File: src/rtl/sirene_sequencer.sv
// End-of-shift siren sequencer: qualify, sound, hold off, re-arm, count.
// Optional blinking siren output selected by macro SIRENE_BLINK_EN.
module sirene_sequencer #(
   parameter int QUAL_CYCLES    = 3,
   parameter int ALARM_CYCLES   = 16,
   parameter int HOLDOFF_CYCLES = 8,
   parameter int BLINK_HALF     = 2,
   parameter int NBITS_CNT      = 8
) (
   input  logic                 clk_2,
   input  logic                 reset_n,
   input  logic                 noite,
   input  logic                 paradas,
   input  logic                 sexta,
   input  logic                 producao,
   input  logic                 ack,
   output logic                 sirene,
   output logic                 busy,
   output logic [1:0]           state,
   output logic [7:0]           timer,
   output logic [NBITS_CNT-1:0] alarm_count
);

   typedef enum logic [1:0] {
      IDLE  = 2'd0,
      QUAL  = 2'd1,
      ALARM = 2'd2,
      HOLD  = 2'd3
   } state_t;

   localparam logic [7:0] QUAL_LAST  = 8'(QUAL_CYCLES - 1);
   localparam logic [7:0] ALARM_LAST = 8'(ALARM_CYCLES - 1);
   localparam logic [7:0] HOLD_LAST  = 8'(HOLDOFF_CYCLES - 1);

   state_t               state_q, state_d;
   logic [7:0]           timer_q, timer_d;
   logic [NBITS_CNT-1:0] count_q, count_d;
   logic                 trigger;

   assign trigger = (noite & paradas) | (sexta & producao & paradas);

   always_ff @(posedge clk_2 or negedge reset_n) begin
      if (!reset_n) begin
         state_q <= IDLE;
         timer_q <= '0;
         count_q <= '0;
      end else begin
         state_q <= state_d;
         timer_q <= timer_d;
         count_q <= count_d;
      end
   end

   always_comb begin
      state_d = state_q;
      timer_d = timer_q;
      count_d = count_q;
      unique case (state_q)
         IDLE: begin
            timer_d = '0;
            if (trigger) begin
               state_d = QUAL;
               timer_d = 8'd1;
            end
         end
         QUAL: begin
            if (!trigger) begin
               state_d = IDLE;
               timer_d = '0;
            end else if (timer_q == QUAL_LAST) begin
               state_d = ALARM;
               timer_d = '0;
               if (count_q != '1)
                  count_d = count_q + 1'b1;
            end else begin
               timer_d = timer_q + 8'd1;
            end
         end
         ALARM: begin
            // Operator acknowledge wins over the timeout on the same edge
            if (ack || timer_q == ALARM_LAST) begin
               state_d = HOLD;
               timer_d = '0;
            end else begin
               timer_d = timer_q + 8'd1;
            end
         end
         HOLD: begin
            if (timer_q < HOLD_LAST) begin
               timer_d = timer_q + 8'd1;
            end else if (!trigger) begin
               state_d = IDLE;
               timer_d = '0;
            end
         end
         default: begin
            state_d = IDLE;
            timer_d = '0;
         end
      endcase
   end

`ifdef SIRENE_BLINK_EN
   localparam logic [7:0] BLINK_DIV = 8'(BLINK_HALF);
   logic [7:0] blink_phase;

   assign blink_phase = timer_q / BLINK_DIV;
   assign sirene      = (state_q == ALARM) && !blink_phase[0];
`else
   assign sirene = (state_q == ALARM);
`endif

   assign busy        = (state_q != IDLE);
   assign state       = state_q;
   assign timer       = timer_q;
   assign alarm_count = count_q;

endmodule

File: config.mk
export PLATFORM = sky130hd
export DESIGN_NAME = sirene_sequencer
export DESIGN_NICKNAME = d
export VERILOG_FILES = /design/src/rtl/sirene_sequencer.sv
export SDC_FILE = /design/constraint.sdc
export NUM_CORES = 1
export LEC_CHECK = 0
export CAP_MARGIN = 20
export CELL_PAD_IN_SITES_DETAIL_PLACEMENT = 0
export CELL_PAD_IN_SITES_GLOBAL_PLACEMENT = 1
export CORE_ASPECT_RATIO = 0.6
export CORE_MARGIN = 4
export CORE_UTILIZATION = 35
export DETAILED_ROUTE_END_ITERATION = 10
export GPL_ROUTABILITY_DRIVEN = 0
export PLACE_DENSITY = 0.76
export SKIP_CTS_REPAIR_TIMING = 1
export SYNTH_ARGS = -nofsm -noshare
export SYNTH_HDL_FRONTEND = slang
export SYNTH_SLANG_ARGS = --single-unit
File: constraint.sdc
create_clock -name clk_2 -period 3.73 [get_ports clk_2]
set_input_delay 1.119 -clock clk_2 [delete_from_list [all_inputs] [get_ports clk_2]]
set_output_delay 1.119 -clock clk_2 [all_outputs]
set_load 0.01 [all_outputs]
==> impl_metrics.csv, run 1 <==
group,metric,value,unit
outcome,status,"complete, no violations",
clock_tree,cts_made_buffers,3,
logic_synthesis,syn-instance-count,116,
cells_and_area,nNetsFinal,154,
logic_synthesis,synth_area_leaders,"dfrtp_1 (42%), nand3_1 (4.2%), nor3_1 (4.2%), o21ai_0 (4.2%), nand2_1 (3.9%)",
clock_tree,clock_latency,250,ps
logic_synthesis,netlist_area,1060,sq um
timing,fmax,345,MHz
hold_path,min_path_type,"flop to flop",
logic_synthesis,async_flop_share,100,%
timing,finalCriticalPeriod,2900,ps
die,initial_utilization,36.8,%
logic_synthesis,synth_top_area_share,42.4,%
logic_synthesis,yosys.area.top_type,"dfrtp_1",
logic_synthesis,ys_ff_latch,18,
placed_design,dpl_cell_area,1360,sq um
job,drv_cap,0,
timing,hold_viol,0,
die,fp-row-count,15,
cells_and_area,area_growth,32.8,%
detailed_routing,drt_iter0_markers,92,
logic_synthesis,synth_commonest_cells,"dfrtp_1 (18), nand2_1 (11), nand3_1 (9), nor3_1 (9), o21ai_0 (9)",
clock_tree,clk_pin_slew,70,ps
detailed_routing,ant_nets,0,
placed_design,hpwl,2.08,mm
die,core-area,2890,sq um
cells_and_area,final_area,1410,sq um
timing,tightest_slew,846,ps
cells_and_area,fill_cells,287,
timing,drv_slew,0,
power_and_ir_drop,peakVddDrop,0.187,mV
cells_and_area,fin_cells,185,
critical_path,cp.arrival,3020,ps
die,die_y,50.7,microns
detailed_routing,routed_wl,2.78,mm
die,dieArea,4010,sq um
detailed_routing,dr.pass1.iters,4,
critical_path,end_kind,"flop",
logic_synthesis,synth.net_count,126,
timing,fin_crit_sh,77.6,%
timing,skew,5.56,ps
logic_synthesis,synth_seq_area_share,42.4,%
logic_synthesis,syn_area_per_cell,9.17,sq um
timing,relSlewSlack,43.4,%
detailed_routing,via_count,1002,
detailed_routing,vias_per_cell,5.42,
critical_path,path_class,"input pin to flop",
placed_design,portBuffers,26,
clock_tree,tritoncts,"built",
logic_synthesis,yosysMostFrequentCell,"dfrtp_1",
detailed_routing,wire_per_inst,15.0,microns
timing,setup_viol,0,
grt,grt_max_degree,19,
grt,first_global_vias,932,
critical_path,cp_max_fo,7,
logic_synthesis,synth_edf_count,0,
clock_tree,htreeDepth,1,
critical_path,start_kind,"input pin",
logic_synthesis,yosysWarnings,0,
power_and_ir_drop,leakagePower,0.559,nW
grt,grt_pass1_wl,4.74,mm
detailed_routing,drc,0,
clock_tree,clock-sinks,18,
timing,holdWs,498,ps
die,die_x,79.2,microns
grt,globalRouteOverflowTotal,0,
placed_design,dp_cells,181,
grt,grt_usage,15.3,%
timing,rsz0062_at_grt,"no",
die,pin_count,27,
clock_tree,cts_max_path_buffers,2,
cells_and_area,drive_above_1_share,9.09,%
timing,tns,0,ps
grt,antenna_found_initial,0,
clock_tree,cts_root_buffer,"clkbuf_8",
power_and_ir_drop,p_per_area,285,nW/um^2
cells_and_area,diodes,0,
logic_synthesis,synth.distinct_cells,33,
critical_path,required,3860,ps
logic_synthesis,synth_flop_cell,"dfrtp_1",
[kinds of logic (layout without fill, tap and decap cells)]
logic type                 count (synthesis)  count (layout)  synth area share, %
muxes                                      1               1                 1.06
and+or+nand+nor                           53              53                 28.8
AOI/OAI and AO/OA                         27              27                 15.3
adders and majority gates                  3               3                 3.53
DFF                                       18              18                 42.4
xor gates and xnor gates                   7               7                 5.76
buffers and inverters                      7              34                 3.18
[path summary, 6_finish.rpt]
check	from	to	slack [ps]	cells after the start
worst max-delay path	ack	timer[6]$_DFFE_PN0P_	830	6
worst min-delay path	alarm_count[7]$_DFFE_PN0P_	alarm_count[7]$_DFFE_PN0P_	500	1
worst max register to register	timer[4]$_DFFE_PN0P_	timer[6]$_DFFE_PN0P_	1230	5
worst min register to register	alarm_count[7]$_DFFE_PN0P_	alarm_count[7]$_DFFE_PN0P_	500	1
max in group asynchronous	reset_n	timer[0]$_DFFE_PN0P_	1860	1
min in group asynchronous	reset_n	alarm_count[4]$_DFFE_PN0P_	1340	1
[flip-flops by register name, summed over array words and instances, names as in the netlist, named ones only]
signal	count
alarm_count	8
timer	8
state	1
[power by group]
group | total, W | leakage, nW | internal (W) | switching, W
sequential | 0.000205 | 0.243 | 0.000199 | 0.00000621
combinational | 0.0000374 | 0.287 | 0.0000194 | 0.0000181
clock | 0.000160 | 0.0288 | 0.0000938 | 0.0000663
total | 0.000402 | 0.559 | 0.000312 | 0.0000906
[cell type report]
cell class	count	area, sq um	area share, %
multi-input combinational	91	579	41.0
sequential	18	450	31.9
timing repair buffer	26	260	18.4
clock buffer	4	55.1	3.90
tap	42	52.6	3.72
inverter	4	15.0	1.06
[placed cells by master (no fill, tap or decap), types with 2 or more instances in the layout]
cell type,count
clkbuf_8,4
o211ai_1,3
and2b_2,2
nand2_1,11
inv_1,4
ha_1,3
dfrtp_1,18
o311ai_0,3
or3_1,2
clkdlybuf4s50_1,26
a31oi_1,2
nor2_1,8
a21oi_1,8
nand3_1,9
xnor2_1,3
xor2_1,4
o21ai_0,9
nor3_1,9
[critical path, stage by stage]
cell,delay [ps]
clkdlybuf4s50_1,420
o21ai_0,140
o21ai_0,100
nor3_1,570
o21ai_0,290
o311ai_0,380
[per-layer routing]
metal  global-route usage (%)  vias up  part of all wire (%)
met1                     24.2      483                    53
met4                     1.71        0                  0.32
met3                     5.02        2                   5.8
met2                     20.1       36                    41
li1                         -      481                     -
met5                        0        -                     0
[through the flow]
| step | worst slack (ps) | power, W | util, % |
|---|---|---|---|
| detailed placement | 629 | 0.000247 | 47.0 |
| global placement | 829 | 0.000246 | 47.0 |
| CTS | 879 | 0.000410 | 48.9 |
| global route | 549 | 0.000422 | 48.9 |
| finish | 834 | 0.000402 | 48.9 |
| floorplan | 1380 | 0.000223 | - |
Note: power is estimated with default switching activity, not from simulation.
==> inputs of run 2 (changes only) <==
--- a/config.mk
+++ b/config.mk
@@ -10,10 +10,10 @@
 export CELL_PAD_IN_SITES_GLOBAL_PLACEMENT = 1
 export CORE_ASPECT_RATIO = 0.6
 export CORE_MARGIN = 4
-export CORE_UTILIZATION = 35
+export CORE_UTILIZATION = 32
 export DETAILED_ROUTE_END_ITERATION = 10
 export GPL_ROUTABILITY_DRIVEN = 0
-export PLACE_DENSITY = 0.76
+export PLACE_DENSITY = 0.73
 export SKIP_CTS_REPAIR_TIMING = 1
 export SYNTH_ARGS = -nofsm -noshare
 export SYNTH_HDL_FRONTEND = slang
==> constraint.sdc (replaced) <==
create_clock -name clk_2 -period 2.58 [get_ports clk_2]
set_input_delay 0.774 -clock clk_2 [delete_from_list [all_inputs] [get_ports clk_2]]
set_output_delay 0.774 -clock clk_2 [all_outputs]
set_load 0.01 [all_outputs]
==> run 2 against run 1 <==
Net effect:
- clock skew is 1.2 ps higher
- global-route usage is 1.0 points lower
- hold slack worse by 4.9 ps
- power is 37% higher
- final area is 2.8% higher
- clock-buffer cell count is 1 lower
- critical path depth is 1 lower
- largest power group unchanged
==> impl_metrics.csv, run 2 (synthesis gave the netlist of run 1 again) <==
group,metric,value,unit
die,initial_utilization,35.2,%
critical_path,r2r_setup_slack,240,ps
grt,grt_max_degree,19,
critical_path,start_kind,"flop",
clock_tree,tritoncts,"built",
timing,fmax,427,MHz
critical_path,path_class,"flop to flop",
placed_design,portBuffers,26,
grt,globalRouteOverflowTotal,0,
timing,hold_viol,0,
critical_path,cp_max_fo,8,
grt,grt_usage,14.3,%
detailed_routing,via_count,970,
cells_and_area,utilization,48.1,%
critical_path,end_kind,"flop",
timing,rsz0062_at_grt,"no",
critical_path,r2r_cells,5,
cells_and_area,diodes,0,
grt,first_global_vias,879,
critical_path,slowest_delay,620,ps
power_and_ir_drop,leakagePower,0.586,nW
timing,finalCriticalPeriod,2340,ps
detailed_routing,vias_per_cell,5.08,
die,die_x,82.4,microns
die,die_y,52.7,microns
die,dieArea,4340,sq um
clock_tree,cts_made_buffers,3,
timing,setup_viol,0,
die,fp-row-count,15,
clock_tree,clock-sinks,18,
critical_path,reg2reg_from,"timer[5]$_DFFE_PN0P_",
critical_path,cpMaxStageDelayCell,"or4_4",
critical_path,path_depth,5,
critical_path,rr_endpoint,"timer[4]$_DFFE_PN0P_",
timing,holdWs,493,ps
hold_path,min_to,"alarm_count[6]$_DFFE_PN0P_",
grt,grt_pass1_wl,4.56,mm
timing,tns,0,ps
cells_and_area,final_cell_mix,"clkdlybuf4s50_1 (26), dfrtp_1 (17), nand2_1 (11)",
timing,skew,6.73,ps
timing,drv_slew,0,
critical_path,crit_family,"simple AND/OR/NAND/NOR gates",
detailed_routing,ant_nets,0,
cells_and_area,fin_cells,191,
hold_path,min_path_type,"flop to flop",
critical_path,cp_cell_sequence,"or4_4 > nor4b_4 > and2b_2 > o21ai_0 > o311ai_0",
grt,antenna_found_initial,0,
cells_and_area,area_growth,36.6,%
power_and_ir_drop,power,0.000550,W
cells_and_area,nNetsFinal,161,
critical_path,crit_buf_inv,0,
power_and_ir_drop,p_per_area,378,nW/um^2
cells_and_area,drive_above_1_share,13.4,%
detailed_routing,dr.pass1.iters,4,
clock_tree,clock_latency,250,ps
timing,tightest_slew,396,ps
timing,relSlewSlack,73.4,%
cells_and_area,mostFrequentLayoutCell,"clkdlybuf4s50_1",
clock_tree,clk_pin_slew,70,ps
critical_path,cp.arrival,2440,ps
placed_design,dp_cells,188,
clock_tree,cts_root_buffer,"clkbuf_8",
detailed_routing,wire_per_inst,14.5,microns
detailed_routing,drt_iter0_markers,105,
outcome,status,"complete, no violations",
job,drv_cap,0,
cells_and_area,fill_cells,290,
power_and_ir_drop,peakVddDrop,0.189,mV
clock_tree,htreeDepth,1,
die,pin_count,27,
detailed_routing,drc,0,
hold_path,hp-start,"alarm_count[6]$_DFFE_PN0P_",
critical_path,required,2680,ps
hold_path,hold_depth,1,
clock_tree,cts_max_path_buffers,2,
die,core-area,3020,sq um
detailed_routing,routed_wl,2.78,mm
placed_design,hpwl,2.15,mm
timing,fin_crit_sh,90.7,%
[run 2: how the worst max path moves through the flow]
| stage | start | to | slack [ps] |
|---|---|---|---|
| after global routing | timer[5]$_DFFE_PN0P_ | timer[4]$_DFFE_PN0P_ | 80 |
| after CTS | flop | sirene | 90 |
| after global placement | paradas | timer[5]$_DFFE_PN0P_ | 80 |
| after detailed placement | paradas | timer[4]$_DFFE_PN0P_ | 40 |
| after floorplan | timer[4]$_DFFE_PN0P_ | timer[5]$_DFFE_PN0P_ | 350 |
| final | timer[5]$_DFFE_PN0P_ | timer[4]$_DFFE_PN0P_ | 240 |
[run 2: layout make-up]
class	instances	area [sq um]	area share (%)
multi-input cells	91	579	39.9
inverters	4	15.0	1.03
repair buffers	33	313	21.5
clock buffers	3	41.3	2.84
well taps	42	52.6	3.62
flip-flops and latches	18	452	31.1
[run 2: worst reg2reg max path, cell delays in order (launching register included)]
cell and delay (ps):
dfrtp_1 460, or4_4 620, nor4b_4 400, and2b_2 280, o21ai_0 260, o311ai_0 180
[run 2: metal layers]
metal | part of all wire, % | vias to the layer above | routed length (microns) | GRT usage, %
li1 | - | 494 | - | -
met1 | 55 | 446 | 1530 | 22.7
met2 | 38 | 30 | 1050 | 17.8
met3 | 6.8 | 0 | 189 | 5.33
met4 | 0 | 0 | 0 | 1.66
met5 | 0 | - | 0 | 0
[run 2: per-stage QoR]
stage	area, sq um	worst slack [ps]
floorplan	1060	347
global placement	1410	77.0
detailed placement	1410	44.5
CTS	1450	94.5
global route	1450	78.2
finish	1450	240
[run 2: where the power goes]
part	total [W]	internal (W)	leakage [nW]	switching [W]
registers	0.000297	0.000287	0.242	0.00000928
logic	0.0000575	0.0000315	0.323	0.0000260
clock network	0.000196	0.000104	0.0216	0.0000920
total	0.000550	0.000422	0.586	0.000127
